[src/rtl/fc_sched.sv]
// fc_sched: sequencing controller for the fully-connected input-stationary PE chain.
// Loads one ifmap vector into the chain, streams weight rows, and tags finished psums.
// Optional feature macro: FC_SCHED_IFMAP_REUSE_EN (adds reuse_ifmap, skips LOAD).
module fc_sched #(
    parameter int NUM_PE = 8,
    parameter int ROW_W  = 8,
    parameter int IA_W   = $clog2(NUM_PE)
) (
    input  logic             clk,
    input  logic             rst,
    input  logic             start,
    input  logic [ROW_W-1:0] num_rows,
`ifdef FC_SCHED_IFMAP_REUSE_EN
    input  logic             reuse_ifmap,
`endif
    output logic             busy,
    output logic             done,
    output logic             ifmap_rd_en,
    output logic [IA_W-1:0]  ifmap_rd_addr,
    output logic             pe_load,
    output logic             w_rd_en,
    output logic [ROW_W-1:0] w_rd_row,
    output logic             out_valid,
    output logic [ROW_W-1:0] out_row
);

    typedef enum logic [1:0] {IDLE, LOAD, COMPUTE, DRAIN} state_t;

    state_t                       state_q, state_d;
    logic [ROW_W-1:0]             m_q, m_d;
    logic [ROW_W-1:0]             row_q, row_d;
    logic [IA_W-1:0]              addr_q, addr_d;
    logic                         pe_load_q, pe_load_d;
    logic                         zdone_q, zdone_d;
    // {valid,row} travels NUM_PE+1 stages from the weight read to the chain output
    logic [NUM_PE:0]              vld_pipe_q, vld_pipe_d;
    logic [NUM_PE:0][ROW_W-1:0]   row_pipe_q, row_pipe_d;
    logic                         last_out;
    logic                         skip_load;

`ifdef FC_SCHED_IFMAP_REUSE_EN
    assign skip_load = reuse_ifmap;
`else
    assign skip_load = 1'b0;
`endif

    // final row of the job emerging from the last PE
    assign last_out = vld_pipe_q[NUM_PE] && (row_pipe_q[NUM_PE] == m_q - ROW_W'(1));

    // next-state, counters and read strobes
    always_comb begin
        state_d       = state_q;
        m_d           = m_q;
        row_d         = row_q;
        addr_d        = addr_q;
        zdone_d       = 1'b0;
        ifmap_rd_en   = 1'b0;
        ifmap_rd_addr = '0;
        w_rd_en       = 1'b0;
        w_rd_row      = '0;
        case (state_q)
            IDLE: begin
                // a zero-row pulse still in flight counts as the done cycle, so start is ignored
                if (start && !zdone_q) begin
                    if (num_rows == '0) begin
                        zdone_d = 1'b1;
                    end else begin
                        m_d    = num_rows;
                        row_d  = '0;
                        addr_d = IA_W'(NUM_PE - 1);
                        state_d = skip_load ? COMPUTE : LOAD;
                    end
                end
            end
            LOAD: begin
                ifmap_rd_en   = 1'b1;
                ifmap_rd_addr = addr_q;
                if (addr_q == '0) state_d = COMPUTE;
                else              addr_d  = addr_q - IA_W'(1);
            end
            COMPUTE: begin
                w_rd_en  = 1'b1;
                w_rd_row = row_q;
                if (row_q == m_q - ROW_W'(1)) state_d = DRAIN;
                else                          row_d   = row_q + ROW_W'(1);
            end
            DRAIN: begin
                if (last_out) state_d = IDLE;
            end
            default: state_d = IDLE;
        endcase
    end

    // result-tracking shift register and delayed load strobe
    always_comb begin
        vld_pipe_d    = {vld_pipe_q[NUM_PE-1:0], w_rd_en};
        row_pipe_d    = row_pipe_q;
        row_pipe_d[0] = w_rd_row;
        for (int i = 1; i <= NUM_PE; i++) row_pipe_d[i] = row_pipe_q[i-1];
        pe_load_d     = ifmap_rd_en;
    end

    // registered-state-derived outputs
    always_comb begin
        busy      = (state_q != IDLE);
        pe_load   = pe_load_q;
        out_valid = vld_pipe_q[NUM_PE];
        out_row   = vld_pipe_q[NUM_PE] ? row_pipe_q[NUM_PE] : '0;
        done      = zdone_q || (state_q == DRAIN && last_out);
    end

    // state registers with synchronous reset
    always_ff @(posedge clk) begin
        if (rst) begin
            state_q    <= IDLE;
            m_q        <= '0;
            row_q      <= '0;
            addr_q     <= '0;
            pe_load_q  <= 1'b0;
            zdone_q    <= 1'b0;
            vld_pipe_q <= '0;
            row_pipe_q <= '0;
        end else begin
            state_q    <= state_d;
            m_q        <= m_d;
            row_q      <= row_d;
            addr_q     <= addr_d;
            pe_load_q  <= pe_load_d;
            zdone_q    <= zdone_d;
            vld_pipe_q <= vld_pipe_d;
            row_pipe_q <= row_pipe_d;
        end
    end

endmodule

[config.mk]
export PLATFORM = sky130hd
export DESIGN_NAME = fc_sched
export DESIGN_NICKNAME = d
export VERILOG_FILES = /design/src/rtl/fc_sched.sv
export SDC_FILE = /design/constraint.sdc
export NUM_CORES = 1
export LEC_CHECK = 0
export ABC_AREA = 1
export BUFFER_PORTS_ARGS = -buffer_cell sky130_fd_sc_hd__clkbuf_2
export CAP_MARGIN = 20
export CELL_PAD_IN_SITES_DETAIL_PLACEMENT = 1
export CELL_PAD_IN_SITES_GLOBAL_PLACEMENT = 1
export CORE_ASPECT_RATIO = 0.9
export CORE_UTILIZATION = 30
export DETAILED_ROUTE_END_ITERATION = 10
export PLACE_DENSITY = 0.68
export SLEW_MARGIN = 20
export SYNTH_ARGS = -nofsm -noshare
export SYNTH_HDL_FRONTEND = slang
export SYNTH_SLANG_ARGS = --single-unit
[constraint.sdc]
create_clock -name clk -period 2.8 [get_ports clk]
set_clock_uncertainty 0.05 [all_clocks]
set_input_delay 0.56 -clock clk [delete_from_list [all_inputs] [get_ports clk]]
set_output_delay 0.56 -clock clk [all_outputs]
set_load 0.02 [all_outputs]
* Word level (Yosys, flattened, before mapping)
Index checks and enable logic that the tools add are counted. W data, S select, Z words.
Cells by class: add/sub/neg operators 3, eq/ne operators 12, mux-type cells 20, bitwise operators 3, reductions and logical operators 16
Operators with widths (count):
- $mux W8 | 5
- $eq A8 B8 Y1 | 2
- $pmux W8 S2 | 1
- $ne A2 B2 Y1 const B | 7
- $mux W3 | 4
- $mux W2 | 5
- $add A8 B1 Y8 const B | 1
- $logic_not A8 Y1 | 1
- $pmux W2 S4 | 1
- $reduce_and A4 Y1 | 2
- $sub A8 B1 Y8 const B | 1
- $pmux W3 S2 | 1
- $reduce_bool A2 Y1 | 3
- $reduce_and A5 Y1 | 1
- $eq A2 B2 Y1 const B | 2
- $logic_and A1 B1 Y1 | 3
- $logic_not A3 Y1 | 1
- $mux W1 | 3
- $not A1 Y1 | 3
- $reduce_and A3 Y1 | 1
- $reduce_or A3 Y1 | 1
- $sub A3 B1 Y3 const B | 1
- $eq A2 B1 Y1 const B | 1
- $logic_not A2 Y1 | 1
- 2 further kinds | 2
Storage, ports and cells: register bits 104, logic and storage cells 70

* Depth between registers and ports, before layout
Gate-level depths: netlist of run 1.
depth in word-level cells 5, gate-level depth with buffers 17, mapped depth without buffers 17

* Worst setup path after synthesis of run 1
Ideal clock, no wire load.
kind register to output, start point reg m_q[0], end point out done, arrival time 1.781 ns, setup slack 0.409 ns, cell stages (with the launch flop) 12, path buffers 0, path through dfxtp_1 inv_2 ha_1 inv_1 nand2_1 nand3_1 nand2_1 nor2_1 nand3_1 nor2_1 nand3_1 o21ai_0
On the way: longest elaborated chain between the ends 5
Ends and longest elaborated chain:
- from (decl) | RTL line 30 | logic [ROW_W-1:0] m_q, m_d;
- from (signal assigned) | RTL line 125 | m_q <= m_d;
- $sub A8 B1 Y8 | RTL line 48 | assign last_out = vld_pipe_q[NUM_PE] && (row_pipe_q[NUM_PE] == m_q - ROW_W'(1));
- $eq A8 B8 Y1 | RTL line 48
- $logic_and A1 B1 Y1 | RTL line 48
- $logic_and A1 B1 Y1 | RTL line 109 | done = zdone_q || (state_q == DRAIN && last_out);
- $logic_or A1 B1 Y1 | RTL line 109
- to (decl) | RTL line 17 | output logic done,
No other way between the ends.

* Final worst setup path of run 1
Ends and elaborated chain as after synthesis.

==> impl_metrics.env, run 1 <==
export IMPL_status="finished, final reports clean"
export IMPL_antenna_found_initial=0
export IMPL_htreeDepth=3
export IMPL_slew_viol_final=0
export IMPL_row_count=40
export IMPL_worstPathRequired_ps=2190
export IMPL_synthSimpleGateAreaFrac_pct=26.22
export IMPL_fmax_mhz=377.1
export IMPL_start_kind="flop"
export IMPL_drive_above_1_share_pct=14.97
export IMPL_rsz0062_at_grt="false"
export IMPL_critPathArrivalTime_ps=2040
export IMPL_grt_pass1_vias=3223
export IMPL_core_area_mm2=0.01341
export IMPL_setup_violations=0
export IMPL_max_slew_margin_rel_pct=60.80
export IMPL_netlist_top_cells_area="dfxtp_1 (50%), inv_1 (12%), nor2_1 (10%), nand2_1 (5.9%), nand3_1 (3.9%)"
export IMPL_grt_pass1_wl_mm=14.96
export IMPL_timing_reg2reg_setup_slack_ps=750
export IMPL_cts_root_buf="clkbuf_16"
export IMPL_die_height_um=113.6
export IMPL_ir_drop_mv=0.3382
export IMPL_grt_use_total_pct=13.37
export IMPL_grt_max_degree=92
export IMPL_worst_pin_slew_ps=588.0
export IMPL_die_area_mm2=0.01431
export IMPL_clock_path_buffers=2
export IMPL_layout_commonest_cell="inv_1"
export IMPL_ys_warn_count=0
export IMPL_numCtsBuffers=9
export IMPL_setup_tns_ps=0
export IMPL_final_hold_viol_count=0
export IMPL_detail_route_vias_per_cell=4.296
export IMPL_design_area_mm2=0.004818
export IMPL_crit_path_top_delay_cell="dfxtp_4"
export IMPL_drtAntennaViolNets=0
export IMPL_drt_pass1_iterations=4
export IMPL_min_to="row_pipe_d[61]"
export IMPL_clk_pin_slew_ps=70
export IMPL_p_leak_nw=2.155
export IMPL_io_buffer_count=35
export IMPL_diodes=0
export IMPL_syn_area_mm2=0.004151
export IMPL_start_util_pct=30.95
export IMPL_cp_top_family="simple AND/OR/NAND/NOR gates"
export IMPL_die_w_um=126
export IMPL_totalWireLength_mm=8.953
export IMPL_crit_fanout=6
export IMPL_hold_path_class="flop to flop"
export IMPL_synth_edf_count=0
export IMPL_fin_crit_ps=2652
export IMPL_synthArstFlopShare_pct=0
export IMPL_min_delay_path_depth=2
export IMPL_ys_seq_elements=104
export IMPL_synth_xor_area_share_pct=1.477
export IMPL_seq_area_frac_synth_pct=50.15
export IMPL_syn_inst=554
export IMPL_dp_hpwl_mm=6.517
export IMPL_final_nets=602
export IMPL_cts_tree="yes"
export IMPL_synthDominantCellAreaShare_pct=50.15
export IMPL_path_buf_inv=2
export IMPL_syn_area_per_cell_um2=7.494
export IMPL_critPathKind="flop to output port"
export IMPL_r2r_end="state_q[1]"
export IMPL_synthMuxAreaShare_pct=0
export IMPL_power_density_mw_per_mm2=861.7
export IMPL_max_stage_delay_ps=380
export IMPL_drv_cap=0
export IMPL_cts_num_sinks=104
export IMPL_synth_cell_types=35
export IMPL_synth_ff_type="dfxtp_1"
export IMPL_dpl_cell_area_mm2=0.004452
export IMPL_drc=0
export IMPL_grt_overflow=0
export IMPL_drtIter0Drc=145
export IMPL_worstPathCellList="inv_4, ha_4, nand2_1, nand2_1, nand4_1, nor2_1, nand3_1, nor2_1, nand3_1, o21ai_1, buf_4"
export IMPL_endpoint_kind="output port"
export IMPL_final_period_utilization_pct=94.70
export IMPL_yosys_area_share_adder_pct=2.411
export IMPL_wl_per_cell_um=11.84
export IMPL_hp_start="row_pipe_d[53]"
export IMPL_ios=36
export IMPL_yosys_area_top_type="dfxtp_1"
export IMPL_gp_congestion=0.8045
export IMPL_reg2reg_from="m_q[0]"
export IMPL_synth_compound_area_share_pct=4.913
export IMPL_mostFrequentLayoutCells="inv_1 (128), nor2_1 (114), dfxtp_1 (102)"
export IMPL_areaGrowthSynthToFinish_pct=16.06
export IMPL_synth_top_family_by_area="simple AND/OR/NAND/NOR gates"
export IMPL_synth_nets=573
export IMPL_r2r_cells=15
export IMPL_clkLatencyLatePin_ps=350
export IMPL_vias=3248
## worst reg2reg max path, delay by kind of cell (launching register included)
| kind | cells | cell delay, ps |
|---|---|---|
| AND/OR/NAND/NOR | 11 | 1040 |
| flip-flops | 1 | 380 |
| adder cells (fa/ha/maj) | 1 | 270 |
| buffers and inverters | 3 | 250 |
## state kept, by name, indices dropped and copies added (netlist names)
signal	flops
row_pipe_d	64
vld_pipe_q	9
m_q	8
row_pipe_q	8
row_q	8
addr_q	3
state_q	2
pe_load	1
zdone_q	1
## per-layer routing
metal,GRT usage [%],vias to the layer above,share of wire (%)
li1,-,1682,-
met1,15.79,1520,48
met4,6.265,0,2.1
met2,22.98,32,47
met5,0,-,0
met3,3.236,14,3.0
## worst max-delay path by stage
stage	from	end	slack (ps)	cells after the start
5_1_grt	m_q[0]	done	2	11
6_report	m_q[0]	done	150	11
3_3_place_gp	m_q[0]	done	360	12
2_1_floorplan	m_q[0]	done	410	11
3_5_place_dp	m_q[0]	done	240	11
4_1_cts	m_q[0]	done	40	11
## cell usage after synthesis, types with 2 or more instances
cell type,n
nor3_1,2
o32ai_1,2
a21oi_1,12
o21ai_0,13
ha_1,8
nand3b_1,5
clkbuf_1,7
buf_4,8
xnor2_1,2
nand2_1,65
dfxtp_1,104
nand2_2,9
nor2_1,114
a21oi_2,4
nor2_2,6
xor2_1,5
buf_2,2
inv_2,4
inv_1,129
nand3_1,32
nand4_1,5
buf_1,3
## final cells by class
type / instances / area (µm²)
Inverter: 134 / 505.5
Timing Repair Buffer: 39 / 220.2
Sequential cell: 104 / 2087
Tap cell: 168 / 210.2
Multi-Input combinational cell: 295 / 1466
Clock inverter: 6 / 90.09
Fill cell: 1668 / 8594
Clock buffer: 10 / 239.0
## timing repair
action,4_1_cts,5_1_grt
pin swaps,0,5
gates cloned,0,0
setup buffers,0,2
hold buffers,0,0
setup endpoints to repair,1,1
gates resized for setup,4,5
## kinds of logic (layout without fill, tap and decap cells)
group	after synthesis	count (layout)
simple gates	245	245
buf+inv	155	189
flops	104	104
compound gates	35	35
fa+ha+maj	8	8
xor+xnor	7	7
## power by group
group	leakage, nW	switching [W]	internal [W]
clock network	0.159	0.000559	0.000813
logic	1.15	0.000752	0.000365
registers	0.842	0.0000955	0.00157
## metrics by stage
step / total power, W / util [%] / setup WS, ps / hold slack (ps) / cells
final: 0.004152 / 35.92 / 148.3 / 345.5 / 756
after global routing: 0.004414 / 35.92 / 1.570 / 357.8 / 756
after CTS: 0.004212 / 35.76 / 40.06 / 347.6 / 754
after detailed placement: 0.002803 / 33.19 / 237.4 / 344.2 / 738
after global placement: 0.002736 / 33.19 / 356.0 / 339.3 / 738
after floorplan: 0.002489 / - / 409.1 / 338.3 / 554
(Power assumes the default switching activity.)
==> run 2: changes to the inputs <==
- CORE_ASPECT_RATIO: 0.9 -> 1.4
- CTS_CLUSTER_SIZE: not set -> 10
==> run 2 against run 1 <==
  * Worst setup slack got worse by 15 ps
  * Critical path depth unchanged
  * Final area decreased by 0.21%
  * First-iteration DRC count decreased by 58%
  * Clock power decreased by 5%
  * Final cell count increased by 1.7%
  * Non-clock buffer count decreased by 1
  * Routed wire length increased by 0.84%
  * Via count increased by 2.0%
  * Sequential power about the same
==> impl_metrics.env, run 2 (synthesis gave the netlist of run 1 again) <==
export IMPL_status="finished, final reports clean"
export IMPL_cts_root_buf="clkbuf_16"
export IMPL_crit_path_top_delay_cell="dfxtp_4"
export IMPL_drt_pass1_iterations=4
export IMPL_max_slew_margin_rel_pct=55.51
export IMPL_drc=0
export IMPL_setup_tns_ps=0
export IMPL_die_w_um=101.4
export IMPL_fin_crit_ps=2667
export IMPL_drtAntennaViolNets=0
export IMPL_numCtsBuffers=9
export IMPL_dp_hpwl_mm=6.797
export IMPL_p_leak_nw=2.135
export IMPL_diodes=0
export IMPL_gp_congestion=0.8337
export IMPL_wl_per_cell_um=11.74
export IMPL_multiInputGateArea_mm2=0.001471
export IMPL_fmax_mhz=375.0
export IMPL_max_stage_delay_ps=400
export IMPL_dpl_cell_area_mm2=0.004464
export IMPL_layout_commonest_cell="inv_1"
export IMPL_drtIter0Drc=61
export IMPL_worstPathRequired_ps=2190
export IMPL_timing_reg2reg_setup_slack_ps=730
export IMPL_design_area_mm2=0.004808
export IMPL_grt_use_total_pct=13.83
export IMPL_die_height_um=141.2
export IMPL_slew_viol_final=0
export IMPL_row_count=50
export IMPL_drv_cap=0
export IMPL_start_kind="flop"
export IMPL_setup_violations=0
export IMPL_register_area_mm2=0.002086
export IMPL_final_hold_viol_count=0
export IMPL_grt_pass1_vias=3325
export IMPL_ir_drop_mv=0.2829
export IMPL_drive_above_1_share_pct=14.99
export IMPL_antenna_found_initial=0
export IMPL_dp_cells=753
export IMPL_crit_fanout=6
export IMPL_grt_pass1_wl_mm=15.28
export IMPL_clock_path_buffers=2
export IMPL_critPathKind="flop to output port"
export IMPL_areaGrowthSynthToFinish_pct=15.82
export IMPL_hold_path_class="flop to flop"
export IMPL_totalWireLength_mm=9.028
export IMPL_die_area_mm2=0.01432
export IMPL_final_period_utilization_pct=95.24
export IMPL_cts_tree="yes"
export IMPL_start_util_pct=30.87
export IMPL_largest_reg_flops=64
export IMPL_htreeDepth=3
export IMPL_worstPathCellList="inv_6, ha_4, nand2_1, nand2_1, nand4_1, nor2_2, nand3_1, nor2_1, nand3_1, o21ai_1, buf_4"
export IMPL_num_fill_cells=1636
export IMPL_mostFrequentLayoutCells="inv_1 (128), nor2_1 (113), dfxtp_1 (103)"
export IMPL_instances_no_fill=769
export IMPL_critPathArrivalTime_ps=2060
export IMPL_clkLatencyLatePin_ps=350
export IMPL_io_buffer_count=35
export IMPL_power_density_mw_per_mm2=847.6
export IMPL_endpoint_kind="output port"
export IMPL_final_util_pct=35.75
export IMPL_grt_overflow=0
export IMPL_detail_route_vias_per_cell=4.307
export IMPL_vias=3312
export IMPL_ios=36
export IMPL_grt_max_degree=65
export IMPL_cts_num_sinks=104
export IMPL_core_area_mm2=0.01345
export IMPL_clk_pin_slew_ps=70
export IMPL_final_nets=601
export IMPL_worst_pin_slew_ps=667.3
run 2: what timing repair did:
item / CTS / global route
endpoints found under the setup margin: 1 / 1
buffers inserted: 0 / 0
gates cloned: 0 / 0
pin swaps: 0 / 1
hold buffers: 0 / 0
gates resized for setup: 5 / 7
run 2: metal layers:
metal,up-vias,wire length (µm),GRT usage [%]
met5,-,0,0
met4,0,301,8.162
met3,18,216,2.181
met2,45,4561,24.10
met1,1568,3949,15.70
li1,1681,-,-
run 2: layout make-up:
cell class              count  area share [%]
well taps                 182           4.736
inverters                 134           10.56
repair buffers             38           4.163
clock buffers               9           4.684
flip-flops and latches    104           43.38
clock inverters             7           1.874
multi-input cells         295           30.60
run 2: path summary, 6_finish.rpt:
path	start	depth (start not counted)	end
hold reg to reg	row_pipe_d[44]	2	row_pipe_d[52]
setup reg to reg	m_q[0]	17	row_q[0]
setup / recovery	m_q[0]	11	done
hold / removal	row_pipe_d[44]	2	row_pipe_d[52]
run 2: critical path, delay by kind of cell (launching register included):
kind / cells / cell delay, ps
buffers and inverters: 2 / 220
DFF: 1 / 400
and+or+nand+nor: 7 / 670
adders and majority gates: 1 / 270
AOI/OAI and AO/OA: 1 / 160
run 2: report_power, final:
part           total, W  internal (W)  switching (W)
sequential      0.00166       0.00157      0.0000934
combinational   0.00111      0.000361       0.000751
clock           0.00130      0.000712       0.000592
total           0.00408       0.00264        0.00144
run 2: stage by stage:
step	total power (W)	hold WS, ps	worst slack [ps]
3_5_place_dp	0.002797	345.8	232.2
3_3_place_gp	0.002738	339.0	326.5
2_1_floorplan	0.002489	338.3	409.1
4_1_cts	0.004135	354.0	35.50
5_1_grt	0.004344	365.4	-18.43
6_report	0.004075	352.8	133.2
